**src/rtl/seq_pkg.sv**
```systemverilog
// Shared definitions for the multi-cycle sequencer: FSM state encodings,
// instruction width and the NOP word loaded into the instruction register.
package seq_pkg;

    localparam int unsigned INSTR_W = 32;
    localparam int unsigned STATE_W = 3;

    // addi x0, x0, 0
    localparam logic [INSTR_W-1:0] NOP = 32'h00000013;

    typedef enum logic [STATE_W-1:0] {
        S_IDLE   = 3'd0,
        S_FETCH  = 3'd1,
        S_DECODE = 3'd2,
        S_EXEC   = 3'd3,
        S_MEM    = 3'd4,
        S_WB     = 3'd5,
        S_HALT   = 3'd6
    } state_t;

endpackage

```
**src/rtl/pc_unit.sv**
```systemverilog
// Program counter register, next-PC adder and alignment check.
// Ports:
//   clk, rst   - clock, async active-high reset (pc <= RESET_PC)
//   update     - load next_pc into pc on this edge
//   taken      - select pc+offset instead of pc+4
//   offset     - branch offset, already truncated to PC_W
//   pc         - current PC
//   misaligned - next PC is not 4-byte aligned
module pc_unit #(
    parameter int unsigned      PC_W     = 32,
    parameter logic [PC_W-1:0]  RESET_PC = '0
) (
    input  logic            clk,
    input  logic            rst,
    input  logic            update,
    input  logic            taken,
    input  logic [PC_W-1:0] offset,
    output logic [PC_W-1:0] pc,
    output logic            misaligned
);

    logic [PC_W-1:0] next_pc;

    // Addition wraps modulo 2^PC_W by construction.
    assign next_pc    = pc + (taken ? offset : PC_W'(4));
    assign misaligned = |next_pc[1:0];

    always_ff @(posedge clk or posedge rst) begin
        if (rst) begin
            pc <= RESET_PC;
        end else if (update) begin
            pc <= next_pc;
        end
    end

endmodule

```
**src/rtl/seq_core_sequencer.sv**
```systemverilog
// Multi-cycle control and PC block for the sequential core. Steps each
// instruction through FETCH, DECODE, EXEC, optional MEM and WB, using
// req/ready handshakes to both memories, and halts on faults.
// Ports:
//   clk, rst                     - clock, async active-high reset
//   run                          - allow new instructions (sampled in IDLE/WB)
//   imem_req/addr/ready/rdata    - instruction fetch handshake
//   instr                        - instruction register to decode
//   illegal, branch, alu_zero,
//   imm, mem_read, mem_write,
//   reg_write                    - decode/execute controls, stable DECODE..WB
//   dmem_req/ready               - data memory handshake
//   rf_we                        - register-file write strobe (WB only)
//   pc, state, halted, retired   - status
module seq_core_sequencer
    import seq_pkg::*;
#(
    parameter int unsigned      XLEN     = 64,
    parameter int unsigned      PC_W     = 32,
    parameter logic [PC_W-1:0]  RESET_PC = '0,
    parameter int unsigned      CNT_W    = 32
) (
    input  logic               clk,
    input  logic               rst,
    input  logic               run,
    output logic               imem_req,
    output logic [PC_W-1:0]    imem_addr,
    input  logic               imem_ready,
    input  logic [INSTR_W-1:0] imem_rdata,
    output logic [INSTR_W-1:0] instr,
    input  logic               illegal,
    input  logic               branch,
    input  logic               alu_zero,
    input  logic [XLEN-1:0]    imm,
    input  logic               mem_read,
    input  logic               mem_write,
    output logic               dmem_req,
    input  logic               dmem_ready,
    input  logic               reg_write,
    output logic               rf_we,
    output logic [PC_W-1:0]    pc,
    output logic [STATE_W-1:0] state,
    output logic               halted,
    output logic [CNT_W-1:0]   retired
);

    state_t state_q;
    state_t state_d;
    logic   misaligned;
    logic   retire;

    // Only the low PC_W bits of the immediate contribute to the branch target.
    generate
        if (XLEN > PC_W) begin : g_imm_hi
            logic unused_imm_hi;
            assign unused_imm_hi = ^imm[XLEN-1:PC_W];
        end
    endgenerate

    // An instruction retires only when its next PC is aligned.
    assign retire = (state_q == S_WB) && !misaligned;

    pc_unit #(
        .PC_W     (PC_W),
        .RESET_PC (RESET_PC)
    ) u_pc (
        .clk        (clk),
        .rst        (rst),
        .update     (retire),
        .taken      (branch & alu_zero),
        .offset     (imm[PC_W-1:0]),
        .pc         (pc),
        .misaligned (misaligned)
    );

    // State register.
    always_ff @(posedge clk or posedge rst) begin
        if (rst) begin
            state_q <= S_IDLE;
        end else begin
            state_q <= state_d;
        end
    end

    // Next-state logic; ready inputs only matter in their own state.
    always_comb begin
        state_d = state_q;
        case (state_q)
            S_IDLE:   if (run) state_d = S_FETCH;
            S_FETCH:  if (imem_ready) state_d = S_DECODE;
            S_DECODE: state_d = illegal ? S_HALT : S_EXEC;
            S_EXEC:   state_d = (mem_read || mem_write) ? S_MEM : S_WB;
            S_MEM:    if (dmem_ready) state_d = S_WB;
            S_WB: begin
                if (misaligned) begin
                    state_d = S_HALT;
                end else if (run) begin
                    state_d = S_FETCH;
                end else begin
                    state_d = S_IDLE;
                end
            end
            S_HALT:   state_d = S_HALT;
            default:  state_d = S_HALT;
        endcase
    end

    // Instruction register captures the fetched word on the FETCH exit edge.
    always_ff @(posedge clk or posedge rst) begin
        if (rst) begin
            instr <= NOP;
        end else if (state_q == S_FETCH && imem_ready) begin
            instr <= imem_rdata;
        end
    end

    // Retired-instruction counter, wraps naturally.
    always_ff @(posedge clk or posedge rst) begin
        if (rst) begin
            retired <= '0;
        end else if (retire) begin
            retired <= retired + CNT_W'(1);
        end
    end

    // Strobes decoded from the registered state.
    assign imem_req  = (state_q == S_FETCH);
    assign imem_addr = pc;
    assign dmem_req  = (state_q == S_MEM);
    assign rf_we     = (state_q == S_WB) && reg_write;
    assign halted    = (state_q == S_HALT);
    assign state     = state_q;

endmodule

```
**config.mk**
```make
export PLATFORM = sky130hd
export DESIGN_NAME = seq_core_sequencer
export DESIGN_NICKNAME = d
export VERILOG_FILES = /design/src/rtl/seq_pkg.sv /design/src/rtl/pc_unit.sv /design/src/rtl/seq_core_sequencer.sv
export SDC_FILE = /design/constraint.sdc
export NUM_CORES = 1
export LEC_CHECK = 0
export ABC_AREA = 0
export ABC_CLOCK_PERIOD_IN_PS = 3100
export BUFFER_PORTS_ARGS = -buffer_cell sky130_fd_sc_hd__buf_2
export CORE_ASPECT_RATIO = 1.1
export CORE_MARGIN = 2
export CORE_UTILIZATION = 40
export CTS_CLUSTER_SIZE = 10
export DETAILED_ROUTE_END_ITERATION = 12
export PLACE_DENSITY = 0.78
export SETUP_SLACK_MARGIN = 0.5
export SLEW_MARGIN = 20
export SYNTH_ARGS = -nofsm -noshare
export SYNTH_HDL_FRONTEND = slang
export SYNTH_SLANG_ARGS = --single-unit
export TNS_END_PERCENT = 1
```
**constraint.sdc**
```tcl
create_clock -name clk -period 3.1 [get_ports clk]
set_input_delay 0.31 -clock clk [delete_from_list [all_inputs] [get_ports clk]]
set_output_delay 0.31 -clock clk [all_outputs]
set_load 0.02 [all_outputs]
```
Yosys cells after proc, flatten, opt, wreduce, memory -nomap -nowiden
Index checks and enable logic that the tools add are counted.
{ "word_totals": {"ff_bits": 99, "out_inout_bits": 135} }
{ "op_classes": {"reduce_logical": 8, "n_bitwise": 1, "n_eq_ne": 9, "add_sub_neg": 2, "n_mux": 9} }
{ "op_table": {"columns": ["cell", "n"], "rows": [
  ["$add 32x1->32 const B", 1],
  ["$add 32x32->32", 1],
  ["$mux 32", 1],
  ["$pmux 3 s6", 1],
  ["$mux 3", 5],
  ["$eq 3x3->1 const B", 3],
  ["$eq 3x2->1 const B", 2],
  ["$ne 2x1->1 const B", 2],
  ["$eq 3x1->1 const B", 1],
  ["$logic_and 1x1->1", 3],
  ["$logic_not 3->1", 1],
  ["$reduce_and 3->1", 1],
  ["$mux 1", 2],
  ["$ne 2x2->1 const B", 1],
  ["$reduce_or 2->1", 1],
  ["$and 1x1->1", 1],
  ["$logic_not 1->1", 1],
  ["$logic_or 1x1->1", 1]
]} }

Logic depth before layout (Yosys ltp)
{ "logic_depth": {"ltp_word": 6, "mapped_depth": 13} }

Hierarchy
Synthesis repeated with hierarchy kept, for this count alone.
{ "hier_totals": {"cells_unflattened": 609, "area_unflattened_um2": 6209.7} }
{ "modules_own_cells": {"columns": ["mod", "seq_area_each_um2", "area_per_inst_um2", "cells_per_inst", "instances"], "rows": [
  ["seq_core_sequencer", 1680.4, 3165.5, 265, 1],
  ["pc_unit", 800.8, 3044.2, 344, 1]
]} }

Worst setup path after synthesis
OpenSTA, ideal clock, no wires.
{ "synth_path": {"kind": "in2reg", "start": "input port branch", "end": "register u_pc.pc[20]", "path_slack_ns": 0.100, "setup_ns": 0.130, "arrival_ns": 2.870, "required_ns": 2.970, "path_stages": 13, "n_path_buf": 1, "cell_sequence": "clkbuf_1 > and3_1 > ha_1 > fa_1 > a21o_1 > a221oi_2 > o211ai_1 > a31oi_1 > nor2b_1 > a211oi_1 > o21ai_1 > xnor2_1 > o21ai_1"} }
{ "synth_between": {"elab_chain_len": 6} }
{ "synth_lines": {"columns": ["element", "line_no", "rtl"], "rows": [
  ["start: declaration", "seq_core_sequencer.sv:32", "input logic branch,"],
  ["$and 1x1->1 (*)", "seq_core_sequencer.sv:70", ".taken (branch & alu_zero),"],
  ["$mux 32 (*)", "pc_unit.sv:25", "assign next_pc = pc + (taken ? offset : PC_W'(4));"],
  ["$add 32x32->32 (*)", "pc_unit.sv:25", null],
  ["$reduce_or 2->1", "pc_unit.sv:26", "assign misaligned = |next_pc[1:0];"],
  ["$logic_not 1->1", "seq_core_sequencer.sv:61", "assign retire = (state_q == S_WB) && !misaligned;"],
  ["$logic_and 1x1->1", "seq_core_sequencer.sv:61", null],
  ["end signal: assignment", "pc_unit.sv:32", "pc <= next_pc;"],
  ["end: declaration", "pc_unit.sv:18", "output logic [PC_W-1:0] pc,"]
]} }
Mark *: on every way between the ends. The rest lies on a longest branch, timed or not.
A chain may end at the register's enable or synchronous reset.

Final worst setup path
{ "layout_path": {"start": "register u_pc.pc[0]", "end": "register u_pc.pc[12]"} }
{ "layout_between": {"elab_chain_len": 4} }
{ "layout_lines": {"columns": ["element", "line_no"], "rows": [
  ["$add 32x32->32 (*)", "pc_unit.sv:25"],
  ["$reduce_or 2->1", "pc_unit.sv:26"],
  ["$logic_not 1->1", "seq_core_sequencer.sv:61"],
  ["$logic_and 1x1->1", "seq_core_sequencer.sv:61"]
]} }
Marks and branches as above.

==> results list <==
- Maximum clock path buffer count: 2
* Count leader, synth: sky130_fd_sc_hd__dfrtp_1
- At the later pin of the worst-skew pair, clock insertion delay measures 0.35 ns.
- Entering global routing, the biggest net connects 45 pins.
- Pre-CTS setup slack: 0.00510 ns
- Of the available clock period, the critical path in the final layout requires 0.862.
* Maximum clock frequency: 374 MHz
- Biggest area consumer among synthesized cells: sky130_fd_sc_hd__dfrtp_1
- The HPWL after detailed placement is 11500 microns.
- After detailed routing, the average wire length per cell comes to 15.0 microns.
* Post-detailed-routing wire length: 14900 microns
- Power spread over the standard cell area amounts to 815 nW/um^2.
- Area of the core: 14400 sq um
- Largest fanout on the critical path: 3
* Startpoint of the worst register-to-register path: u_pc.pc[0]
- Clock tree from TritonCTS: built
* Root Buffer: sky130_fd_sc_hd__clkbuf_16
- Top cell type's share of synthesized area: 0.408
- Max-cap violations in this run came to 0.
- Wire length of the first global-routing pass: 23700 microns
- Counting every sink on the clock net gives 99.
* Most area-consuming cells after synthesis: sky130_fd_sc_hd__dfrtp_1 41%, sky130_fd_sc_hd__ha_1 6.8%, sky130_fd_sc_hd__mux2_2 6.1%
- # placed instances: 973
- The floorplan step defined a die boundary enclosing 15700 sq um.
* Type of origin of the critical path: flop
- Number of antenna violations at the first check in global routing: 0
- Predominant post-synthesis flop cell: sky130_fd_sc_hd__dfrtp_1
* Top post-synthesis cells by count: 96 x sky130_fd_sc_hd__dfrtp_1, 64 x sky130_fd_sc_hd__nand2_1, 40 x sky130_fd_sc_hd__and3_1
- For this run, the register share of the synthesized area comes to 0.421.
- Adding up every negative setup slack in the final design gives 0 ns.
* Peak supply drop: 0.359 mV
* Final worst slack: 0.427 ns
- Post-Syn Area per Cell: 9.98 sq um
* Number of storage elements in the synthesis netlist: 99
- Utilization after layout: 0.530
- Synthesized cell area: 5890 sq um
- Final setup skew: 0.0126 ns
- Transition time of the tightest slew-check pin: 0.740 ns
- For the worst setup path, the data required time is 3.33 ns.
* Inserted Clock Buffers: 9
* Layout overhead on the synthesized area: 29.5%
- Counting every net in the synthesized netlist gives 730.
- After synthesis, the share of flip-flops with an asynchronous set or reset is 1.00.
- Setup repair after global routing could not meet its margin everywhere.
- Setup Viol. Count Final: 0
- The first detailed-routing pass ran for 4 iterations.
- Ant diodes: 0
- Setup slack of the worst register-to-register path: 0.43 ns
* Clock transition at the registers of the reported paths: 0.07 ns
- Using the TritonRoute via totals, the vias-per-cell ratio works out to 5.07.
- Yosys printed 0 warnings.
- In the synthesized netlist, the number of instances is 590.
- The total overflow left after global routing is 0.
- At the worst endpoint, the arrival time is 2.90 ns.
- The floorplan step set the die height to 131 microns.
- The flow ran to the end, and the final reports show no timing, DRC or antenna violations.
* Share of cells above drive strength 1: 0.422
- Number of library cell types mapped by synthesis: 58
- Final critical delay including setup and external delays: 2.67 ns
- Once detail routing completed, the nets flagged for antenna violations numbered 0.
- The die is 120 microns wide.
* Total Power Consumption: 0.00622 W
* Total vias in the final route: 5051
* Depth of the worst register-to-register path: 11
- The detailed router finished its first iteration with 212 violations.
- The number of global-route vias before repair was 4849.
- The synthesized design contains 0 enable-type register cells.
* Final standard cell count with taps included and fillers excluded: 996
- Number of remaining DRC errors: 0
- Across every metal layer, demand over resource in global routing totals 0.187.
* Endpoint kind of the worst setup timing path: flop
- Summed over all cells, the static leakage comes to 4.09 nW.
- Last weighted congestion value of the routability-driven placer: 0.864
- Tightest Hold Check Type: input port to asynchronous set/reset pin
- CTS H-Tree Depth: 3
* Max-Slew Margin vs Limit: 0.506
- Final nets: 939
- Endpoint of the lowest-slack register-to-register path: u_pc.pc[12]
- The number of pins exceeding their max-slew limit in the final report was 0.
- Port buffering added 209 buffers.
* Starting Density: 0.409
- The critical path is of the flop to flop type.
* Core Rows: 46
* IO Count: 242
- The final count of hold timing violations is 0.
[per-stage QoR]
stage	instance area [sq um]	hold WS, ns
2_1_floorplan	5900	0.462
3_3_place_gp	7150	0.452
3_5_place_dp	7150	0.461
4_1_cts	7500	0.0919
5_1_grt	7630	0.128
6_report	7630	0.0813
[repair_timing]
action,CTS,global route
pin swaps,6,8
endpoints found under the setup margin,33,34
buffers inserted,5,2
gates resized for setup,7,21
hold buffers,0,0
gates cloned,0,0
[cell type report]
cell class	count	area (sq um)
fillers	1283	6760
flip-flops and latches	99	2480
inverters	13	52.6
clock inverters	6	47.5
repair buffers	253	1390
clock buffers	10	229
multi-input cells	423	3180
well taps	192	240
[state kept, by name, indices dropped and copies added, names as in the netlist]
name,count
u_pc.pc,32
retired,32
state,3
instr,32
[metal layers]
metal | global-route usage | vias up | routed length, microns | part of all wire
met5 | 0 | - | 0 | 0
met4 | 0.0725 | 0 | 268 | 0.018
met3 | 0.0313 | 22 | 889 | 0.060
met2 | 0.319 | 173 | 7170 | 0.48
met1 | 0.235 | 2371 | 6570 | 0.44
li1 | - | 2485 | - | -
[power breakdown]
part | leakage (nW) | internal (W) | switching [W] | total [W]
logic | 2.70 | 0.00123 | 0.00182 | 0.00305
clock network | 0.134 | 0.000556 | 0.000520 | 0.00108
registers | 1.25 | 0.00172 | 0.000375 | 0.00209
total | 4.09 | 0.00350 | 0.00271 | 0.00622
[cells by family after synthesis]
logic type | share of synthesized area
AND/OR/NAND/NOR | 0.155
XOR/XNOR | 0.0877
flip-flops | 0.421
multiplexers | 0.0629
adder cells (fa/ha/maj) | 0.0714
AO/OA/AOI/OAI | 0.137
buffers and inverters | 0.0652
[cells in the final DEF (no fill, tap or decap), types with 7 or more instances in the layout]
cell and n:
sky130_fd_sc_hd__nor2_1 21, sky130_fd_sc_hd__ha_1 25, sky130_fd_sc_hd__mux2_2 32, sky130_fd_sc_hd__nand2_1 63
sky130_fd_sc_hd__clkbuf_16 9, sky130_fd_sc_hd__a21oi_1 27, sky130_fd_sc_hd__buf_4 42, sky130_fd_sc_hd__xnor2_1 37
sky130_fd_sc_hd__inv_1 12, sky130_fd_sc_hd__nor3_1 7, sky130_fd_sc_hd__o21ai_0 31, sky130_fd_sc_hd__xor2_1 22
sky130_fd_sc_hd__o21ai_1 7, sky130_fd_sc_hd__and2_1 7, sky130_fd_sc_hd__and3_1 40, sky130_fd_sc_hd__nand3_1 17
sky130_fd_sc_hd__nand4_1 10, sky130_fd_sc_hd__a21o_1 15, sky130_fd_sc_hd__dfrtp_1 95, sky130_fd_sc_hd__buf_2 209
[how the worst max path moves through the flow]
stage	startpoint	endpoint	slack (ns)	cells past startpoint
floorplan	branch	u_pc.pc[20]	0.21	13
global placement	branch	u_pc.pc[20]	0.04	13
detailed placement	branch	u_pc.pc[20]	0.005	13
CTS	u_pc.pc[0]	u_pc.pc[18]	0.36	11
global route	u_pc.pc[0]	retired[24]	0.29	9
finish	u_pc.pc[0]	u_pc.pc[12]	0.43	11
[critical path, cell delays in order (launching register included)]
cell                       delay (ns)
sky130_fd_sc_hd__dfrtp_1         0.40
sky130_fd_sc_hd__ha_2            0.19
sky130_fd_sc_hd__fa_2            0.35
sky130_fd_sc_hd__a21o_1          0.19
sky130_fd_sc_hd__a221oi_2        0.31
sky130_fd_sc_hd__o211ai_1        0.21
sky130_fd_sc_hd__buf_4           0.18
sky130_fd_sc_hd__buf_4           0.13
sky130_fd_sc_hd__a21o_1          0.16
sky130_fd_sc_hd__a21oi_1         0.19
sky130_fd_sc_hd__xor2_1          0.15
sky130_fd_sc_hd__o21ai_0         0.09
Power figures use the tool's default switching activity.
